===== src/rtl/disp_pkg.sv =====
// Shared types and helpers for the multiplexed display scanner.
package disp_pkg;

    localparam int unsigned MAX_DIGITS = 32;
    localparam int unsigned IDX_W      = 5;

    // Result of the next-digit search.
    typedef struct packed {
        logic             found;
        logic             wrap;
        logic [IDX_W-1:0] idx;
    } next_sel_t;

    // Ceiling log2, used for counter and index widths.
    function automatic int unsigned clog2(input int unsigned n);
        int unsigned r;
        r = 0;
        for (int unsigned i = 0; i < 32; i++) begin
            if ((64'(1) << i) < 64'(n)) r = i + 1;
        end
        return r;
    endfunction

    // All-ones anode pattern for n digits (every anode off).
    function automatic logic [MAX_DIGITS-1:0] anode_off(input int unsigned n);
        logic [MAX_DIGITS-1:0] r;
        r = '0;
        for (int unsigned i = 0; i < MAX_DIGITS; i++) begin
            if (i < n) r[IDX_W'(i)] = 1'b1;
        end
        return r;
    endfunction

    // Next enabled index after sel, modulo n; wrap set when the new index is not above sel.
    function automatic next_sel_t next_enabled(input logic [MAX_DIGITS-1:0] mask,
                                               input logic [IDX_W-1:0]      sel,
                                               input int unsigned           n);
        next_sel_t   r;
        int unsigned c;
        r.found = 1'b0;
        r.wrap  = 1'b0;
        r.idx   = sel;
        c       = 0;
        for (int unsigned k = 1; k <= MAX_DIGITS; k++) begin
            if (k <= n && !r.found) begin
                c = (32'(sel) + k) % n;
                if (mask[IDX_W'(c)]) begin
                    r.found = 1'b1;
                    r.idx   = IDX_W'(c);
                    r.wrap  = (IDX_W'(c) <= sel);
                end
            end
        end
        return r;
    endfunction

endpackage


===== src/rtl/scan_prescaler.sv =====
// Slot prescaler: counts 0..PRESCALE-1 while enabled, freezes when disabled.
module scan_prescaler #(
    parameter int unsigned PRESCALE = 50000,
    parameter int unsigned CNT_W    = 16
) (
    input  logic             i_Clk,
    input  logic             i_Reset_n,
    input  logic             i_En,
    output logic [CNT_W-1:0] o_cnt_nxt_c,
    output logic             o_tc_c
);

    logic [CNT_W-1:0] cnt_q;

    // Terminal count detect and next count value.
    always_comb begin
        o_tc_c      = i_En && (cnt_q == CNT_W'(PRESCALE - 1));
        o_cnt_nxt_c = cnt_q;
        if (o_tc_c) begin
            o_cnt_nxt_c = '0;
        end else if (i_En) begin
            o_cnt_nxt_c = cnt_q + CNT_W'(1);
        end
    end

    // Count register.
    always_ff @(posedge i_Clk or negedge i_Reset_n) begin
        if (!i_Reset_n) begin
            cnt_q <= '0;
        end else begin
            cnt_q <= o_cnt_nxt_c;
        end
    end

endmodule


===== src/rtl/display_scan_ctrl.sv =====
// Multiplexed 7-segment scanner: active-low one-hot anodes, digit index,
// slot tick and frame pulse, with digit masking and slot-start blanking.
// Optional SCAN_BRIGHT_EN adds i_Bright and a 4-bit PWM brightness gate.
module display_scan_ctrl
    import disp_pkg::*;
#(
    parameter  int unsigned N_DIGITS  = 4,
    parameter  int unsigned PRESCALE  = 50000,
    parameter  int unsigned BLANK_CYC = 16,
    localparam int unsigned SEL_W     = clog2(N_DIGITS)
) (
    input  logic                i_Clk,
    input  logic                i_Reset_n,
    input  logic                i_En,
    input  logic [N_DIGITS-1:0] i_DigitMask,
`ifdef SCAN_BRIGHT_EN
    input  logic [3:0]          i_Bright,
`endif
    output logic [N_DIGITS-1:0] o_Anodos,
    output logic [SEL_W-1:0]    o_Sel,
    output logic                o_Tick,
    output logic                o_Frame
);

    localparam int unsigned CNT_W = clog2(PRESCALE);

    logic [CNT_W-1:0]    cnt_nxt_c;
    logic                tc_c;
    logic [IDX_W-1:0]    sel_q;
    logic [IDX_W-1:0]    sel_nxt_c;
    logic                frame_nxt_c;
    logic                bright_ok_c;
    logic                lit_c;
    logic [N_DIGITS-1:0] anode_nxt_c;
    next_sel_t           ns_c;

    scan_prescaler #(
        .PRESCALE (PRESCALE),
        .CNT_W    (CNT_W)
    ) u_prescaler (
        .i_Clk       (i_Clk),
        .i_Reset_n   (i_Reset_n),
        .i_En        (i_En),
        .o_cnt_nxt_c (cnt_nxt_c),
        .o_tc_c      (tc_c)
    );

`ifdef SCAN_BRIGHT_EN
    logic [3:0] pwm_q;
    logic [3:0] pwm_nxt_c;

    // Free-running PWM phase; 4'hF means always on.
    always_comb begin
        pwm_nxt_c   = pwm_q + 4'd1;
        bright_ok_c = (i_Bright == 4'hF) || (pwm_nxt_c < i_Bright);
    end

    // PWM phase register.
    always_ff @(posedge i_Clk or negedge i_Reset_n) begin
        if (!i_Reset_n) begin
            pwm_q <= 4'd0;
        end else begin
            pwm_q <= pwm_nxt_c;
        end
    end
`else
    assign bright_ok_c = 1'b1;
`endif

    // Next digit index, frame flag and anode pattern, aligned with the next count.
    always_comb begin
        ns_c        = next_enabled(MAX_DIGITS'(i_DigitMask), sel_q, N_DIGITS);
        sel_nxt_c   = sel_q;
        frame_nxt_c = 1'b0;
        if (tc_c && ns_c.found) begin
            sel_nxt_c   = ns_c.idx;
            frame_nxt_c = ns_c.wrap;
        end
        lit_c       = i_En && bright_ok_c && (cnt_nxt_c >= CNT_W'(BLANK_CYC));
        anode_nxt_c = N_DIGITS'(anode_off(N_DIGITS));
        for (int unsigned k = 0; k < N_DIGITS; k++) begin
            if (lit_c && (sel_nxt_c == IDX_W'(k)) && i_DigitMask[SEL_W'(k)]) begin
                anode_nxt_c[SEL_W'(N_DIGITS - 1 - k)] = 1'b0;
            end
        end
    end

    // Output and index registers.
    always_ff @(posedge i_Clk or negedge i_Reset_n) begin
        if (!i_Reset_n) begin
            sel_q    <= '0;
            o_Anodos <= N_DIGITS'(anode_off(N_DIGITS));
            o_Tick   <= 1'b0;
            o_Frame  <= 1'b0;
        end else begin
            sel_q    <= sel_nxt_c;
            o_Anodos <= anode_nxt_c;
            o_Tick   <= tc_c;
            o_Frame  <= frame_nxt_c;
        end
    end

    assign o_Sel = sel_q[SEL_W-1:0];

endmodule


===== config.mk =====
export PLATFORM = sky130hd
export DESIGN_NAME = display_scan_ctrl
export DESIGN_NICKNAME = d
export VERILOG_FILES = /design/src/rtl/disp_pkg.sv /design/src/rtl/scan_prescaler.sv /design/src/rtl/display_scan_ctrl.sv
export SDC_FILE = /design/constraint.sdc
export NUM_CORES = 1
export LEC_CHECK = 0
export ABC_AREA = 1
export CAP_MARGIN = 15
export CORE_ASPECT_RATIO = 1.5
export CORE_MARGIN = 1
export CORE_UTILIZATION = 48
export CTS_CLUSTER_SIZE = 30
export DETAILED_ROUTE_END_ITERATION = 10
export GPL_TIMING_DRIVEN = 0
export PLACE_DENSITY_LB_ADDON = 0.1
export SYNTH_ARGS = -nofsm -noshare
export SYNTH_HDL_FRONTEND = slang
export SYNTH_SLANG_ARGS = --single-unit

===== constraint.sdc =====
create_clock -name i_Clk -period 2.6 [get_ports i_Clk]
set_input_delay 0.52 -clock i_Clk [delete_from_list [all_inputs] [get_ports i_Clk]]
set_output_delay 0.52 -clock i_Clk [all_outputs]
set_load 0.02 [all_outputs]

==> PnR_summary.wiki <==
{| class="wikitable"
! Metric !! Value
|-
| Power Dens Cells || 509 nW/um^2
|-
| Number of inserted filler cells in the final layout || roughly 370
|-
| Count of distinct cell types in the synthesized netlist || 27
|-
| Maximum level of the CTS H-tree || 1
|-
| Proportion of layout cells with a drive suffix above 1 || 0.122
|-
| 1st-pass router iterations || 4
|-
| Final-report max-slew violation count || 0
|-
| Setup TNS Final || 0 ps
|-
| Type of destination of the critical path || flip-flop
|-
| Met2 track demand over resource || 0.420
|-
| Total of hold buffers inserted after clock tree synthesis || 0
|-
| Setup repair after global routing missed its margin || no
|-
| Sequential element share of the synthesized area || 0.364
|-
| Gate count after technology mapping || around 280
|-
| Worst reg2reg path startpoint || sel_q[1]$_DFF_PN0_
|-
| Fraction of power consumed by sequential logic || 0.502
|-
| Cell repeated most along the worst path || sky130_fd_sc_hd__nand2_1
|-
| Crit path max fanout || 6
|-
| Per-cell routed wire length || around 12 um
|-
| Post-cts repair resize count || 0
|-
| Net load switching power || between 0.3 and 0.4 mW
|-
| Static leakage || between 1 and 1.5 nW
|-
| Cell count after placement || about 330
|-
| Number of sinks driven by the clock tree || 27
|-
| Routed via count || 1692
|-
| Remaining antenna violation count after routing || 0
|-
| Clock Power Share || 0.220
|-
| Crit path DAT || ~2300 ps
|-
| Combinational share of power || 0.278
|-
| RePlAce Congestion || 0.842
|-
| Net count of the mapped netlist || between 200 and 300
|-
| Delay contributed by the slowest stage of the critical path || around 460 ps
|-
| Dominant cells by area after synthesis || sky130_fd_sc_hd__dfrtp_1 (31%), sky130_fd_sc_hd__nand2_1 (15%), sky130_fd_sc_hd__inv_1 (10%)
|-
| Clock-pin transition on the worst setup and hold timing paths || about 100 ps
|-
| Share of the cycle needed by the critical path after routing || 0.818
|-
| Antenna diode instance count || 0
|-
| Global-route wire length before repair || 6970 um
|-
| Global-route total usage across every layer || 0.230
|-
| Number of vias per cell after detailed routing || 5.01
|-
| CP cell instances || inv_1, ha_1, inv_1, nand3_1, nand2_2, nor2_4, nand3_2, nand2_1, nand2_1, nand2_1, nand2_1, nor2_1, nand3_1
|-
| Detailed-route DRC error count || 0
|-
| Post-synthesis register bit count || 27
|-
| IO Port Bufs || 13
|-
| Hold Crit Start || sel_q[2]$_DFF_PN0_
|-
| Worst path bufs/invs || 2
|-
| First-iteration detailed-routing DRC count || 42
|-
| Number of top-level pins || 15
|-
| Final Net Count || 306
|-
| Total Routed Length || ~4100 um
|-
| Maximum ir drop on the vdd rail || 0.271 mV
|-
| Top cell type's share of synthesized area || 0.308
|-
| Width of the chip || approximately 53 um
|-
| Synth Area per Inst || roughly 6.7 um^2
|-
| Top library cells by usage in the layout, fill and taps aside || sky130_fd_sc_hd__nand2_1 (77), sky130_fd_sc_hd__inv_1 (51), sky130_fd_sc_hd__nand3_1 (38), sky130_fd_sc_hd__nor2_1 (24), sky130_fd_sc_hd__dfrtp_1 (23)
|-
| Area of the die || just over 4000 um^2
|-
| TritonCTS clock tree || built
|-
| Die span in y || between 70 and 80 um
|-
| Minimum clock period || approximately 2100 ps
|-
| Transition time at the pin with the least slew margin || approximately 460 ps
|-
| Area growth syn-to-layout || 13.8%
|-
| Number of global-route vias before repair || between 1500 and 2000
|-
| Placement row count || 27
|-
| Post-Route Skew || 6.68 ps
|-
| Setup repair bufs after CTS || 0
|-
| Count of placed standard cells in the final layout, fillers left out || about 340
|-
| Most frequent standard cell in the layout excluding fill and tap cells || sky130_fd_sc_hd__nand2_1
|-
| Switching part of the total power || 0.363
|-
| Family with the most delay on the worst path || simple AND/OR/NAND/NOR gates
|-
| Number of clock buffers inserted by TritonCTS || 3
|-
| Class of the tightest hold or removal check || flip-flop to flip-flop
|-
| Maximum frequency from static timing analysis || between 0.4 and 0.5 GHz
|-
| Global route overflow || 0
|-
| Hpwl dp || about 3400 um
|-
| Area inside the core boundary || about 3700 um^2
|-
| Maximum count of clock buffers along a single path || 2
|-
| Slack of the worst reg-to-reg path || 470 ps
|-
| Starting utilization of the core area || 0.507
|-
| Met3 Usage GRT || 0.0252
|-
| Insertion delay to the later sink of the worst-skew pair || ~270 ps
|-
| Met1 track utilization from global routing || 0.250
|-
| Area leader, netlist || sky130_fd_sc_hd__dfrtp_1
|-
| Clk root buf || sky130_fd_sc_hd__clkbuf_8
|-
| Total count of hold-check failures in the final report || 0
|-
| MaxCap Viol Count || 0
|-
| Number of synthesis warnings || 0
|-
| Startpoint Class || flip-flop
|-
| Setup violators final || 0
|-
| Maximum number of pins on one net before global-route repair || 22
|-
| Antenna violations before repair || 0
|-
| Run status || finished, final reports clean
|-
| Max-slew headroom || 0.689
|-
| Worst setup path startpoint || sel_q[1]$_DFF_PN0_
|-
| Crit Path Category || flip-flop to flip-flop
|-
| Crit-path slowest cell || sky130_fd_sc_hd__dfrtp_1
|-
| Cell internal power dissipation || 0.690 mW
|-
| Required time at the endpoint of the critical path || between 2000 and 3000 ps
|-
| Netlist area before placement || between 1500 and 2000 um^2
|-
| Peak-usage layer in the global routing report || met2
|}
[final cells by class]
| cell class | count | area, um^2 | share of cell area |
|---|---|---|---|
| multi-input combinational | 191 | 937 | 0.441 |
| tap | 43 | 53.8 | 0.0253 |
| clock buffer | 3 | 41.3 | 0.0194 |
| buffer | 5 | 42.5 | 0.0200 |
| timing repair buffer | 14 | 158 | 0.0742 |
| sequential | 27 | 681 | 0.320 |
| inverter | 54 | 208 | 0.0977 |
| clock inverter | 1 | 5.00 | 0.00235 |
[worst paths after layout]
kind | end | depth (start not counted)
min in group asynchronous | u_prescaler.cnt_q[10]$_DFF_PN0_ | 1
max in group asynchronous | o_Anodos[2]$_DFF_PN1_ | 2
min | sel_q[2]$_DFF_PN0_ | 2
min reg2reg | sel_q[2]$_DFF_PN0_ | 2
max | o_Anodos[3]$_DFF_PN1_ | 13
max reg2reg | o_Anodos[3]$_DFF_PN1_ | 13
[per-stage QoR]
step	setup slack [ps]	power, mW	utilization	instance area (um^2)	hold slack, ps
2_1_floorplan	735	0.767	-	1870	224
3_3_place_gp	376	0.843	0.557	2050	472
3_5_place_dp	351	0.852	0.565	2080	482
4_1_cts	472	1.09	0.577	2130	504
5_1_grt	221	1.17	0.577	2130	523
6_report	472	1.08	0.577	2130	498
[layer usage]
metal,wire length [um],share of wire
met5,0,0
met4,127,0.031
met3,81,0.020
met2,2280,0.55
met1,1640,0.40
[kinds of logic (layout without fill, tap and decap cells)]
kind of cell	Yosys count	after routing	synth area share
flops	27	27	0.364
xor+xnor	5	5	0.0234
compound gates	15	15	0.0455
buf+inv	59	77	0.134
simple gates	168	168	0.413
fa+ha+maj	3	3	0.0201
[cells in the mapped netlist (all sizes together)]
library cell and n:
a21o 1, a21oi 5, buf 5, dfrtp 23, dfstp 4, ha 3, inv 54, nand2 81
nand3 41, nand3b 2, nand4 5, nor2 36, nor3 3, o211ai 1, o21ai 6, o21bai 2
xnor2 2, xor2 3
[power groups by stage]
stage | sequential (mW) | combinational [mW] | clock (mW)
floorplan | 0.536 | 0.231 | 0
global placement | 0.550 | 0.293 | 0
detailed placement | 0.551 | 0.301 | 0
CTS | 0.543 | 0.303 | 0.244
global route | 0.554 | 0.350 | 0.261
finish | 0.544 | 0.301 | 0.239
[sequential cells by signal, summed over array words and instances, names as in the netlist]
| register | count |
|---|---|
| u_prescaler.cnt_q | 16 |
| sel_q | 5 |
| o_Anodos | 4 |
| o_Tick | 1 |
| o_Frame | 1 |
[worst register-to-register path: cells and delay by family (launching register included)]
kind | cells | cell delay [ps]
flops | 1 | 460
buf+inv | 2 | 220
simple gates | 10 | 1010
fa+ha+maj | 1 | 380
No activity file was read; power rests on OpenSTA's default activity.
==> edit 1 (same settings) <==
The package constant `IDX_W` goes from 5 to 3.
--- a/src/rtl/disp_pkg.sv
+++ b/src/rtl/disp_pkg.sv
@@ -3,5 +3,5 @@
 
     localparam int unsigned MAX_DIGITS = 32;
-    localparam int unsigned IDX_W      = 5;
+    localparam int unsigned IDX_W      = 3;
 
     // Result of the next-digit search.
Function: no difference found for any inputs over 10 cycles, from zero or initial values and one cycle with i_Reset_n low; that may be too few to reach the edited logic, so the function may still have changed.
==> edit 1 against the unedited design <==
Sequential cell count down 2; synthesized area down 7.8%; sequential share of layout area is 0.30 points lower; worst setup slack got worse by 0.0048 ns; via count shrank 3.5%; routed wire length down 8.7%; power up 21%; clock power fell by 4%; cell area fell by 6.5%; synthesized cell count shrank 5.4%; first-iteration DRC count decreased by 4.8%; highest routed layer unchanged.
==> edit 1: results (changes against the unedited design) <==
----------------------------------------------------
[Run status]
  Outcome ... complete, no violations (unchanged)

[Global routing]
  Maximum number of pins on one net before global-route repair ... 26 (was 22)
  Tot GR Track Use ... 0.228 (was 0.230)
  Routing usage on met3 ... 0.0240 (was 0.0252)
  Wire length of the first global-routing pass ... 6510 um (was 6970 um)
  Routing usage on met2 ... 0.461 (was 0.420)

[Cells and area]
  Nets ... 292 (was 306)
  Share of layout cells above drive strength 1 ... 0.0961 (was 0.122)
  Total area of multi-input combinational cells ... 888 um^2 (was 937 um^2)
  Total number of multi-input combinational cells ... 186 (was 191)
  Layout sequential cell count ... 25 (was 27)
  Count of filler cells inserted in the layout ... 340 (was 373)
  Post-layout utilization of the core ... 0.582 (was 0.577)

[Hold path]
  Path class of the lowest-slack min-delay path ... input pin to asynchronous set/reset pin (was flop to flop)

[Worst setup path]
  Peak per-stage delay on the critical path ... 0.54 ns (was 0.46 ns)
  Startpoint of the most critical setup path ... sel_q[0] (was sel_q[1])
  Biggest fanout along the worst timing path ... 9 (was 6)

[Routing]
  Metal-1 WL ... 1480 um (was 1640 um)
  Starting DRC count in detailed routing ... 40 (was 42)
  Metal3 WL ... 111 um (was 81 um)

[Power]
  Proportion of power drawn by flip-flops and latches ... 0.451 (was 0.502)
  Reported leakage power ... 1.03 nW (was 1.12 nW)
  Switching share of power ... 0.423 (was 0.363)

[Synth]
  Syn nets ... 272 (was 287)
  Sequential cell area fraction in the yosys report ... 0.366 (was 0.364)
  Share of the synthesized area in compound gates (AO/OA/AOI/OAI) ... 0.0443 (was 0.0455)
  Share of the synthesized netlist area taken by xor and xnor gates ... 0.0203 (was 0.0234)
  Cell variety after synth ... 24 (was 27)

[Timing]
  Pin slew with the least headroom to its limit ... 0.333 ns (was 0.464 ns)

[Placement]
  Half-perimeter wire length after detailed placement ... 2870 um (was 3360 um)
  Routability congestion estimate ... 0.900 (was 0.842)
  Number of port buffers ... 14 (was 13)

----------------------------------------------------
==> edit 1: cell types whose count changed in the layout (fill, tap and decap cells not counted), moves of 2 or more <==
cell,before,now
dfrtp_1,23,21
nor2_1,24,34
nor2_2,10,4
xnor2_1,2,0
nand4_1,5,8
buf_6,2,0
nand3_1,38,31
nand3b_1,2,0
inv_1,51,46
==> edit 1: metrics by stage <==
stage / area (um^2) / std cells / hold slack, ns / setup slack, ns
after floorplan: 1720 / 262 / 0.224 / 0.750
after global placement: 1920 / 318 / 0.535 / 0.195
after detailed placement: 1920 / 318 / 0.539 / 0.189
after CTS: 1960 / 322 / 0.552 / 0.462
after global routing: 1990 / 323 / 0.508 / 0.253
final: 1990 / 323 / 0.504 / 0.468
==> edit 1: kinds of logic after synthesis <==
kind of cell               count (synthesis)
and+or+nand+nor                          166
buffers and inverters                     51
AOI/OAI and AO/OA                         13
adders and majority gates                  3
xor gates and xnor gates                   4
DFF                                       25
==> edit 2 (same flow settings) <==
Without the edit above. Remove the register `o_Frame`: a continuous assignment takes its place, so the output `o_Frame` follows one clock earlier.
--- a/src/rtl/display_scan_ctrl.sv
+++ b/src/rtl/display_scan_ctrl.sv
@@ -92,12 +92,12 @@
             o_Anodos <= N_DIGITS'(anode_off(N_DIGITS));
             o_Tick   <= 1'b0;
-            o_Frame  <= 1'b0;
         end else begin
             sel_q    <= sel_nxt_c;
             o_Anodos <= anode_nxt_c;
             o_Tick   <= tc_c;
-            o_Frame  <= frame_nxt_c;
         end
     end
+
+    assign o_Frame = frame_nxt_c;
 
     assign o_Sel = sel_q[SEL_W-1:0];
Behaviour: same outputs for any inputs over 10 cycles, from zero or initial values and one cycle with i_Reset_n low; that may be too few to reach the edited logic, so the function may still have changed.
==> edit 2 against the unedited design <==
Cell area increased by 0.29%; routed wire length is 1.3% lower; synthesized area shrank 3.5%; power shrank 2.9%; non-clock buffer count up 1; first-iteration DRC count rose by 9.5%; sequential cell count is 1 lower; count of clock-buffer cells in the layout unchanged; worst setup slack got worse by 0.34 ns; fmax fell by 14%; final cell count decreased by 2.1%; critical path type is now flop to output pin.
==> edit 2: results (changes against the unedited design) <==
----------------------------------------------------
[Worst setup path]
  Cell with the largest stage delay on the worst path ... dfrtp_2 (was dfrtp_1)
  Biggest fanout along the worst timing path ... 5 (was 6)
  Data arrival time of the critical path ... 1.95 ns (was 2.33 ns)
  Family with the most delay on the worst path ... flip-flops (was simple AND/OR/NAND/NOR gates)
  Critical Path End ... o_Frame (was o_Anodos[3])

[Power]
  Power of the clock network ... 344 uW (was 239 uW)
  Switching pwr ... 318 uW (was 393 uW)
  Peak supply drop ... 304 uV (was 271 uV)
  Sum of internal, switching and leakage power ... 1.05 mW (was 1.08 mW)
  Power attributed to sequential cells ... 496 uW (was 544 uW)
  Reported leakage power ... 1.08 nW (was 1.12 nW)

[Placement]
  Half-perimeter wire length after detailed placement ... 3150 um (was 3360 um)
  Post-Place Setup Slack ... -0.545 ns (was 0.351 ns)
  Number of port buffers ... 14 (was 13)
  Placed Area ... 2020 um^2 (was 2080 um^2)
  Routability congestion estimate ... 0.895 (was 0.842)

[Synth]
  Cell variety after synth ... 25 (was 27)
  Most frequent cells after synthesis ... 75 x nand2_1, 44 x inv_1, 32 x nand3_1, 32 x nor2_1, 22 x dfrtp_1 (was 77 x nand2_1, 51 x inv_1, 38 x nand3_1)
  Top cells by area in the synthesized netlist ... dfrtp_1 31%, nand2_1 16%, inv_1 9.2%, nand3_1 8.9%, nor2_1 6.7% (was dfrtp_1 31%, nand2_1 15%, inv_1 10%, nand3_1 10%, dfstp_2 5.6%)
  Sequential cell area fraction in the yosys report ... 0.364 (about the same)

[Cells and area]
  Multi-input combinational area share ... 0.451 (was 0.441)
  Count of filler cells inserted in the layout ... 335 (was 373)
  Proportion of cell area spent on the clock network ... 0.0335 (was 0.0218)
  Proportion of cell area occupied by registers ... 0.309 (was 0.320)
  Total number of multi-input combinational cells ... 190 (was 191)
  Number of non-clock buffers in the layout ... 20 (was 19)
  Share of layout cells above drive strength 1 ... 0.187 (was 0.122)
  Nets ... 300 (was 306)
  Non-Clock Buffer Area Fraction ... 0.0945 (was 0.0942)

[Timing]
  Final Cycle Share ... 0.948 (was 0.818)
  Pin slew with the least headroom to its limit ... 0.680 ns (was 0.464 ns)

[Global routing]
  Number of global-route vias before repair ... 1559 (was 1645)
  Wire length of the first global-routing pass ... 6670 um (was 6970 um)
  Global-route met1 utilization ... 0.230 (was 0.250)
  Tot GR Track Use ... 0.221 (was 0.230)

[Run status]
  Outcome ... complete, no violations (unchanged)

[Routing]
  Post-detailed-route via-to-cell ratio ... 5.11 (was 5.01)
  Metal-1 WL ... 1550 um (was 1640 um)
  Metal3 WL ... 109 um (was 81 um)

[Clocking]
  Post-CTS Repair Setup Buffers ... 2 (was 0)

[Hold path]
  Number of cells traversed by the worst hold path ... 1 (was 2)

[Die]
  Taps Inserted ... 42 (was 43)

----------------------------------------------------
-- edit 2: changes by cell type in the layout (fill, tap and decap cells not counted), moves of 3 or more --
cell	delta
nor2_1	+8
dfrtp_1	-3
o21ai_0	-4
inv_2	+3
nand2_2	+7
inv_1	-8
nor3_1	-3
nand3_1	-6
buf_4	+4
-- edit 2: cells by family (layout without fill, tap and decap cells) --
| logic type | after synthesis | count (layout) | share of synthesized area |
|---|---|---|---|
| compound gates | 12 | 12 | 0.0389 |
| simple gates | 169 | 169 | 0.437 |
| buf+inv | 51 | 73 | 0.110 |
| xor+xnor | 6 | 6 | 0.0292 |
| flops | 26 | 26 | 0.364 |
| fa+ha+maj | 3 | 3 | 0.0208 |
-- edit 2: metrics by stage --
step	hold slack [ns]	cells	utilization
final	0.538	331	0.613
after global routing	0.567	331	0.613
after CTS	0.540	330	0.605
after detailed placement	0.524	324	0.581
after global placement	0.524	323	0.573
after floorplan	0.224	267	-
